--- src/rtl/dynamixel_status_receiver.sv ---
// Dynamixel Protocol 2.0 status packet parser: header/length/CRC-16 validation, byte de-stuffing,
// echo rejection of non-status packets, one-cycle result pulses with held shadow fields.
module dynamixel_status_receiver #(
  parameter int unsigned timeout_clocks = 100000,
  parameter int unsigned max_length     = 255
) (
  input  logic        clock,
  input  logic        reset_n,
  input  logic        byte_valid,
  input  logic [7:0]  byte_in,
  input  logic        byte_error,
  output logic        status_valid,
  output logic [7:0]  status_id,
  output logic [7:0]  status_error,
  output logic [31:0] status_param,
  output logic [7:0]  param_count,
  output logic        crc_error,
  output logic        format_error,
  output logic        busy
);

  typedef enum logic [3:0] {
    StIdle, StH1, StH2, StRsv, StId, StLenL, StLenH, StInst, StErr, StParam, StCrcL, StCrcH
  } state_e;

  function automatic logic [15:0] crc_step(input logic [15:0] crc, input logic [7:0] data);
    logic [15:0] c;
    c = crc ^ {data, 8'h00};
    for (int i = 0; i < 8; i++) begin
      c = {c[14:0], 1'b0} ^ (c[15] ? 16'h8005 : 16'h0000);
    end
    return c;
  endfunction

  // The header is fixed, so its CRC is loaded as a constant once FF FF FD is seen (covers resync).
  localparam logic [15:0] CrcHeader = crc_step(crc_step(crc_step(16'h0000, 8'hFF), 8'hFF), 8'hFD);
  localparam int unsigned TimerW = (timeout_clocks < 2) ? 1 : $clog2(timeout_clocks);
  localparam logic [TimerW-1:0] TimerLast = TimerW'(timeout_clocks - 1);

  state_e            state_q, state_d;
  logic [15:0]       crc_q, crc_d;
  logic [15:0]       rem_q, rem_d;
  logic [7:0]        len_lo_q, len_lo_d;
  logic [7:0]        crc_lo_q, crc_lo_d;
  logic [7:0]        id_q, id_d;
  logic [7:0]        err_q, err_d;
  logic [31:0]       par_q, par_d;
  logic [7:0]        cnt_q, cnt_d;
  logic              ignore_q, ignore_d;
  logic [23:0]       win_q, win_d;
  logic [TimerW-1:0] timer_q, timer_d;
  logic [7:0]        sh_id_q, sh_id_d;
  logic [7:0]        sh_err_q, sh_err_d;
  logic [31:0]       sh_par_q, sh_par_d;
  logic [7:0]        sh_cnt_q, sh_cnt_d;
  logic              valid_q, valid_d;
  logic              crc_err_q, crc_err_d;
  logic              fmt_err_q, fmt_err_d;

  logic [15:0] crc_next;
  logic [15:0] rem_next;
  logic [15:0] len_full;

  always_comb begin
    state_d   = state_q;
    crc_d     = crc_q;
    rem_d     = rem_q;
    len_lo_d  = len_lo_q;
    crc_lo_d  = crc_lo_q;
    id_d      = id_q;
    err_d     = err_q;
    par_d     = par_q;
    cnt_d     = cnt_q;
    ignore_d  = ignore_q;
    win_d     = win_q;
    timer_d   = timer_q;
    sh_id_d   = sh_id_q;
    sh_err_d  = sh_err_q;
    sh_par_d  = sh_par_q;
    sh_cnt_d  = sh_cnt_q;
    valid_d   = 1'b0;
    crc_err_d = 1'b0;
    fmt_err_d = 1'b0;
    crc_next  = crc_step(crc_q, byte_in);
    rem_next  = rem_q - 16'd1;
    len_full  = {byte_in, len_lo_q};

    if (state_q != StIdle && byte_error) begin
      state_d   = StIdle;
      fmt_err_d = 1'b1;
      timer_d   = '0;
    end else if (byte_valid) begin
      // A byte in the expiry cycle wins over the timeout.
      timer_d = '0;
      unique case (state_q)
        StIdle: if (byte_in == 8'hFF) state_d = StH1;
        StH1:   state_d = (byte_in == 8'hFF) ? StH2 : StIdle;
        StH2: begin
          if (byte_in == 8'hFD) begin
            state_d = StRsv;
            crc_d   = CrcHeader;
          end else if (byte_in != 8'hFF) begin
            state_d = StIdle;
          end
        end
        StRsv: begin
          crc_d = crc_next;
          if (byte_in == 8'h00) begin
            state_d = StId;
          end else begin
            state_d   = StIdle;
            fmt_err_d = 1'b1;
          end
        end
        StId: begin
          crc_d   = crc_next;
          id_d    = byte_in;
          state_d = StLenL;
        end
        StLenL: begin
          crc_d    = crc_next;
          len_lo_d = byte_in;
          state_d  = StLenH;
        end
        StLenH: begin
          crc_d = crc_next;
          if (len_full < 16'd4 || 32'(len_full) > max_length) begin
            state_d   = StIdle;
            fmt_err_d = 1'b1;
          end else begin
            rem_d   = len_full;
            state_d = StInst;
          end
        end
        StInst: begin
          crc_d    = crc_next;
          rem_d    = rem_next;
          ignore_d = (byte_in != 8'h55);
          par_d    = '0;
          cnt_d    = '0;
          win_d    = '0;
          state_d  = StErr;
        end
        StErr: begin
          crc_d   = crc_next;
          rem_d   = rem_next;
          err_d   = byte_in;
          state_d = (rem_next == 16'd2) ? StCrcL : StParam;
        end
        StParam: begin
          crc_d = crc_next;
          rem_d = rem_next;
          if (win_q == 24'hFFFFFD && byte_in == 8'hFD) begin
            win_d = '0;
          end else begin
            win_d = {win_q[15:0], byte_in};
            if (cnt_q < 8'd4) par_d[{cnt_q[1:0], 3'b000} +: 8] = byte_in;
            if (cnt_q != 8'hFF) cnt_d = cnt_q + 8'd1;
          end
          if (rem_next == 16'd2) state_d = StCrcL;
        end
        StCrcL: begin
          rem_d    = rem_next;
          crc_lo_d = byte_in;
          state_d  = StCrcH;
        end
        StCrcH: begin
          rem_d   = rem_next;
          state_d = StIdle;
          if (!ignore_q) begin
            if ({byte_in, crc_lo_q} == crc_q) begin
              valid_d  = 1'b1;
              sh_id_d  = id_q;
              sh_err_d = err_q;
              sh_par_d = par_q;
              sh_cnt_d = cnt_q;
            end else begin
              crc_err_d = 1'b1;
            end
          end
        end
        default: state_d = StIdle;
      endcase
    end else if (state_q != StIdle) begin
      if (timer_q == TimerLast) begin
        state_d   = StIdle;
        fmt_err_d = 1'b1;
        timer_d   = '0;
      end else begin
        timer_d = timer_q + 1'b1;
      end
    end
  end

  always_ff @(posedge clock or negedge reset_n) begin
    if (!reset_n) begin
      state_q   <= StIdle;
      crc_q     <= '0;
      rem_q     <= '0;
      len_lo_q  <= '0;
      crc_lo_q  <= '0;
      id_q      <= '0;
      err_q     <= '0;
      par_q     <= '0;
      cnt_q     <= '0;
      ignore_q  <= 1'b0;
      win_q     <= '0;
      timer_q   <= '0;
      sh_id_q   <= '0;
      sh_err_q  <= '0;
      sh_par_q  <= '0;
      sh_cnt_q  <= '0;
      valid_q   <= 1'b0;
      crc_err_q <= 1'b0;
      fmt_err_q <= 1'b0;
    end else begin
      state_q   <= state_d;
      crc_q     <= crc_d;
      rem_q     <= rem_d;
      len_lo_q  <= len_lo_d;
      crc_lo_q  <= crc_lo_d;
      id_q      <= id_d;
      err_q     <= err_d;
      par_q     <= par_d;
      cnt_q     <= cnt_d;
      ignore_q  <= ignore_d;
      win_q     <= win_d;
      timer_q   <= timer_d;
      sh_id_q   <= sh_id_d;
      sh_err_q  <= sh_err_d;
      sh_par_q  <= sh_par_d;
      sh_cnt_q  <= sh_cnt_d;
      valid_q   <= valid_d;
      crc_err_q <= crc_err_d;
      fmt_err_q <= fmt_err_d;
    end
  end

  assign status_valid = valid_q;
  assign status_id    = sh_id_q;
  assign status_error = sh_err_q;
  assign status_param = sh_par_q;
  assign param_count  = sh_cnt_q;
  assign crc_error    = crc_err_q;
  assign format_error = fmt_err_q;
  assign busy         = (state_q != StIdle);

endmodule

--- config.mk ---
export PLATFORM = sky130hd
export DESIGN_NAME = dynamixel_status_receiver
export DESIGN_NICKNAME = d
export VERILOG_FILES = /design/src/rtl/dynamixel_status_receiver.sv
export SDC_FILE = /design/constraint.sdc
export NUM_CORES = 1
export LEC_CHECK = 0
export CORE_MARGIN = 5
export CORE_UTILIZATION = 30
export CTS_CLUSTER_DIAMETER = 80
export DETAILED_ROUTE_END_ITERATION = 6
export PLACE_DENSITY = 0.52
export SYNTH_ARGS = -nofsm -noshare
export SYNTH_HDL_FRONTEND = slang
export SYNTH_SLANG_ARGS = --single-unit
--- constraint.sdc ---
create_clock -name clock -period 6.6 [get_ports clock]
set_input_delay 0.66 -clock clock [delete_from_list [all_inputs] [get_ports clock]]
set_output_delay 0.66 -clock clock [all_outputs]
set_load 0.01 [all_outputs]
Yosys cells after proc, flatten, opt, wreduce, memory -nomap -nowiden --
Cells that the tools add are included.
Operators by class: bitwise gates (word level) 11, magnitude comparators 3, add/sub/neg operators 4, shift operators 2, mux-type cells 55, reductions and logical operators 25, equality and inequality tests 28
Operators by type and width (count):
- 16-bit 2-to-1 mux | 10
- 16-bit bitwise XOR | 9
- 17-bit 2-to-1 mux | 4
- 32-bit 2-to-1 mux | 2
- 16-bit one-hot mux with 2 select lines | 2
- 32-bit one-hot mux with 2 select lines | 1
- 24-bit one-hot mux with 2 select lines | 1
- 4-bit one-hot mux with 11 select lines | 1
- 32-bit bitwise mux | 1
- 4-bit 2-to-1 mux | 8
- 8-bit by 7-bit variable shift with 32-bit output (first input constant) | 1
- 8-bit by 7-bit variable part select with 32-bit output | 1
- 24-bit == test (second input constant) | 1
- 24-bit 2-to-1 mux | 1
- 5-bit AND reduction | 4
- 3-bit AND reduction | 6
- 17-bit by 1-bit adder with 17-bit output (second input constant) | 1
- 17-bit == test (second input constant) | 1
- 16-bit == test | 1
- 16-bit by 2-bit == test with 1-bit output (second input constant) | 1
- 4-bit by 3-bit == test with 1-bit output (second input constant) | 4
- 4-bit == test (second input constant) | 4
- 8-bit == test (second input constant) | 2
- 16-bit by 8-bit greater-than comparator with 1-bit output (second input constant) | 1
- other kinds (29) | 60
Storage, ports and cells: input bits 12, bits in registers 209, output and inout port bits 60, logic and storage cells 147

Logic depth before layout (Yosys ltp) --
word-level depth 18, depth in mapped cells 10, gate-level depth less buffers 8

Worst setup path before layout --
OpenSTA, ideal clock, no wires.
kind input to register, start point input byte_in[7], end point register crc_q[15], setup time 0.096 ns, path slack 4.035 ns, data arrival time 2.469 ns, cell stages on the path 7, cell sequence buf_2 xnor2_1 ha_1 xnor2_1 xnor3_1 xor2_1 o31ai_1
Between the ends: longest elaborated chain between the ends 18, elaborated cells between the ends (all ways) 21
RTL lines:
- start: declaration | RTL line 10 | input logic [7:0] byte_in,
- 16-bit bitwise XOR | RTL line 28 | c = crc ^ {data, 8'h00};
- 16-bit 2-to-1 mux | RTL line 30 | c = {c[14:0], 1'b0} ^ (c[15] ? 16'h8005 : 16'h0000);
- 16-bit bitwise XOR | RTL line 30
- 16-bit 2-to-1 mux | RTL line 30
- 16-bit bitwise XOR | RTL line 30
- 16-bit 2-to-1 mux | RTL line 30
- 16-bit bitwise XOR | RTL line 30
- 16-bit 2-to-1 mux | RTL line 30
- [... 2 more ...]
- 16-bit bitwise XOR | RTL line 30
- 16-bit 2-to-1 mux | RTL line 30
- 16-bit bitwise XOR | RTL line 30
- 16-bit 2-to-1 mux | RTL line 30
- 16-bit bitwise XOR | RTL line 30
- 16-bit 2-to-1 mux | RTL line 30
- 16-bit bitwise XOR | RTL line 30
- 16-bit one-hot mux with 2 select lines | RTL line 95 | unique case (state_q)
- end signal: assignment | RTL line 218 | crc_q <= crc_d;
- end: declaration | RTL line 41 | logic [15:0] crc_q, crc_d;
Parallel ways exist; a longest one is shown, timed or not. A chain may end at the register's enable or synchronous reset.

Worst setup path in the final report --
start point input byte_in[2], end point register par_q[31]
Between the ends: longest elaborated chain between the ends 5, elaborated cells between the ends (all ways) 9
RTL lines:
- 8-bit by 7-bit variable part select with 32-bit output | RTL line 157 | if (cnt_q < 8'd4) par_d[{cnt_q[1:0], 3'b000} +: 8] = byte_in;
- 32-bit bitwise mux | RTL line 157
- 32-bit 2-to-1 mux | RTL line 157
- 32-bit 2-to-1 mux | RTL line 153 | if (win_q == 24'hFFFFFD && byte_in == 8'hFD) begin
- 32-bit one-hot mux with 2 select lines | RTL line 95
- end signal: assignment | RTL line 224 | par_q <= par_d;
- end: declaration | RTL line 47 | logic [31:0] par_q, par_d;
Parallel ways exist; a longest one is shown, timed or not. The select of a mux whose other input is x is not followed.

==> run_results.csv <==
group,metric,value,unit
placed_design,placed_cell_area,11020,sq um
synthesis,yosysMostFrequentCell,"dfrtp_1",
global_routing,grt_pass1_wl,40310,um
floorplan,die_x,192.3,um
route,post-route-drc-count,0,
timing,worstMarginPinSlew,1278,ps
synthesis,synth_top_area_frac,0.5248,
timing,min_period,3692,ps
global_routing,antenna_found_initial,0,
pwr,power.density,296.1,nW/um^2
timing,finalClockSkew,11.49,ps
route,drt-total-wl,24260,um
synthesis,synth_area,9966,sq um
worst_hold_path,holdCritPathClass,"input port to asynchronous set/reset pin",
synthesis,syn_nets,943,
pwr,cellInternalPower,2.501,mW
pwr,p_switching,1.009,mW
pwr,clockPowerShare,0.395,
placed_design,port_buffers,71,
synthesis,yosysWarnings,0,
global_routing,track_usage,0.1326,
timing,timing.fmax,270.8,MHz
placed_design,dp_hpwl,16270,um
route,ant_nets,0,
critical_path,ff2ff_path_depth,7,
timing,slew_headroom,0.1438,
pwr,p_comb_frac,0.179,
clock_tree,cts_buffer_depth,3,
timing,drv_slew,0,
clock_tree,insertion_delay,520,ps
layout,drive_above_1_share,0.1530,
synthesis,async_flop_share,1.000,
floorplan,initial_core_util,0.3048,
critical_path,cp-end-kind,"flop",
critical_path,crit_type,"input port to flop",
floorplan,num_rows,66,
layout,diodes,0,
critical_path,crit_arrival,4090,ps
synthesis,synth_cell_types,73,
layout,n_fill_cell,3306,
synthesis,ys_ff_latch,209,
pwr,leakage,5.078,nW
timing,setup_viol,0,
global_routing,grt_pass1_vias,7330,
clock_tree,clock_sinks,209,
timing,hold_violations,0,
clock_tree,clk_pin_slew,60,ps
route,wl_per_cell,16.98,um
critical_path,required,7000,ps
synthesis,avgSynthCellArea,10.80,sq um
clock_tree,cts_tree,"done",
critical_path,reg2reg_to,"cnt_q[7]",
synthesis,netlist_top_cells_area,"dfrtp_1, mux2_2, o21ai_0",
synthesis,ys_top_cells_by_count,"dfrtp_1, nand2_1, o21ai_0",
synthesis,synth_flop_cell,"dfrtp_1",
synthesis,yosysSeqAreaShare,0.5248,
layout,postLayoutCellArea,11860,sq um
synthesis,synth_area_leader_cell,"dfrtp_1",
critical_path,cp_max_fo,15,
layout,post-route-util,0.3625,
clock_tree,postCtsResizedCells,0,
route,vias_per_cell,4.973,
floorplan,die_area,36960,sq um
timing,fin_crit_sh,0.5594,
floorplan,die_y,192.3,um
layout,num-nets-final,988,
route,drt-pass1-iter-count,5,
pwr,seqPwrFrac,0.426,
critical_path,r2r_start,"state_q[3]",
clock_tree,cts_inserted_buffers,25,
route,vias,7106,
pwr,swShare,0.2875,
timing,setup-tns-final,0,ps
placed_design,routabilityCongestion,0.8026,
clock_tree,htreeDepth,1,
floorplan,core,32700,sq um
route,drtIter0Drc,400,
floorplan,pin_count,72,
clock_tree,root_buffer,"clkbuf_16",
status,outcome,"finished clean",
global_routing,gr-total-overflow,0,
synthesis,synth_cells,923,
pwr,peakVddDrop,0.2073,mV
timing,grt_setup_unrepaired,"false",
layout,area_growth_syn_to_layout,18.96,%
global_routing,grt_max_degree,90,
clock_tree,cts_hold_buf,0,
synthesis,synth_edf_count,0,
run,cap_violations,0,
critical_path,cp-start-kind,"input port",
clock_tree,post-cts-setup-buffer-count,0,
critical_path,reg2reg_slack,3460,ps
## state kept, by name, indices dropped and copies added (netlist names)
signal	flops
timer_q	17
win_q	24
par_q	32
status_id	8
status_error	8
crc_error	1
err_q	8
len_lo_q	8
crc_lo_q	8
param_count	8
format_error	1
cnt_q	8
crc_q	16
id_q	8
state_q	4
status_param	32
rem_q	16
ignore_q	1
status_valid	1
## per-stage QoR
| stage | instances | hold slack (ps) | total power [mW] | worst slack [ps] |
|---|---|---|---|---|
| floorplan | 923 | 364.4 | 1.987 | 4035 |
| global placement | 1383 | 466.6 | 2.145 | 2448 |
| detailed placement | 1383 | 476.5 | 2.152 | 2423 |
| CTS | 1429 | 190.1 | 3.561 | 2965 |
| global route | 1429 | 220.7 | 3.699 | 2731 |
| finish | 1429 | 166.3 | 3.510 | 2908 |
## layer usage
layer,wire [um],share of wire,global-route usage,vias up
li1,-,-,-,3448
met1,12070,0.50,0.1948,3485
met2,10840,0.45,0.2102,134
met3,904,0.037,0.01719,39
met4,446,0.018,0.02907,0
met5,0,0,0,-
## logic make-up (layout without fill, tap and decap cells)
family,after synthesis,in the layout,synth area share
compound gates,223,223,0.1510
xor+xnor,45,45,0.04168
fa+ha+maj,8,8,0.01004
buf+inv,70,134,0.03151
flops,209,209,0.5248
mux,85,85,0.09567
simple gates,283,283,0.1453
## critical path: stages
cell	delay [ps]
clkdlybuf4s50_1	1070
nand4_1	300
nor3_2	390
nand3_1	280
a31oi_1	980
nor2_1	90
mux2_2	300
## worst max-delay path by stage
stage                           from                to  slack [ps]
after CTS                 byte_in[2]         par_q[31]        2960
after global routing      byte_in[2]         par_q[31]        2730
after global placement    byte_in[2]  status_param[14]        2450
final                     byte_in[2]         par_q[31]        2910
after floorplan           byte_in[7]         crc_q[15]        4040
after detailed placement  byte_in[2]         par_q[31]        2420
## power groups by stage
stage          registers (mW)  clock network, mW  logic [mW]
6_report                 1.49               1.39       0.630
2_1_floorplan            1.47                  0       0.521
4_1_cts                  1.50               1.43       0.638
3_3_place_gp             1.52                  0       0.626
3_5_place_dp             1.52                  0       0.635
5_1_grt                  1.51               1.48       0.703
## cell usage in the layout (no fill, tap or decap), drive strengths merged, types with 4 or more instances in the layout
master / n
clkinv: 4
nor4b: 4
nor3b: 4
a31oi: 7
ha: 8
nand2: 100
or4: 6
nor4: 12
a22o: 25
buf: 5
mux2: 82
xnor2: 28
nand3: 23
nand4: 14
o31ai: 49
a21oi: 21
clkbuf: 37
clkdlybuf4s50: 70
inv: 14
o41ai: 4
nor3: 15
nor2: 60
a21o: 4
and2: 6
o21ai: 85
or3: 7
dfrtp: 209
nand2b: 11
xor2: 16
## area by class of cell
type / count / area (sq um) / share of cell area
flip-flops and latches: 209 / 5230 / 0.4412
inverters: 12 / 45.04 / 0.003799
multi-input cells: 644 / 4436 / 0.3741
clock inverters: 10 / 112.6 / 0.009499
repair buffers: 76 / 752.0 / 0.06343
clock buffers: 36 / 726.9 / 0.06132
well taps: 442 / 553.0 / 0.04665
No activity file was read; power rests on OpenSTA's default activity.
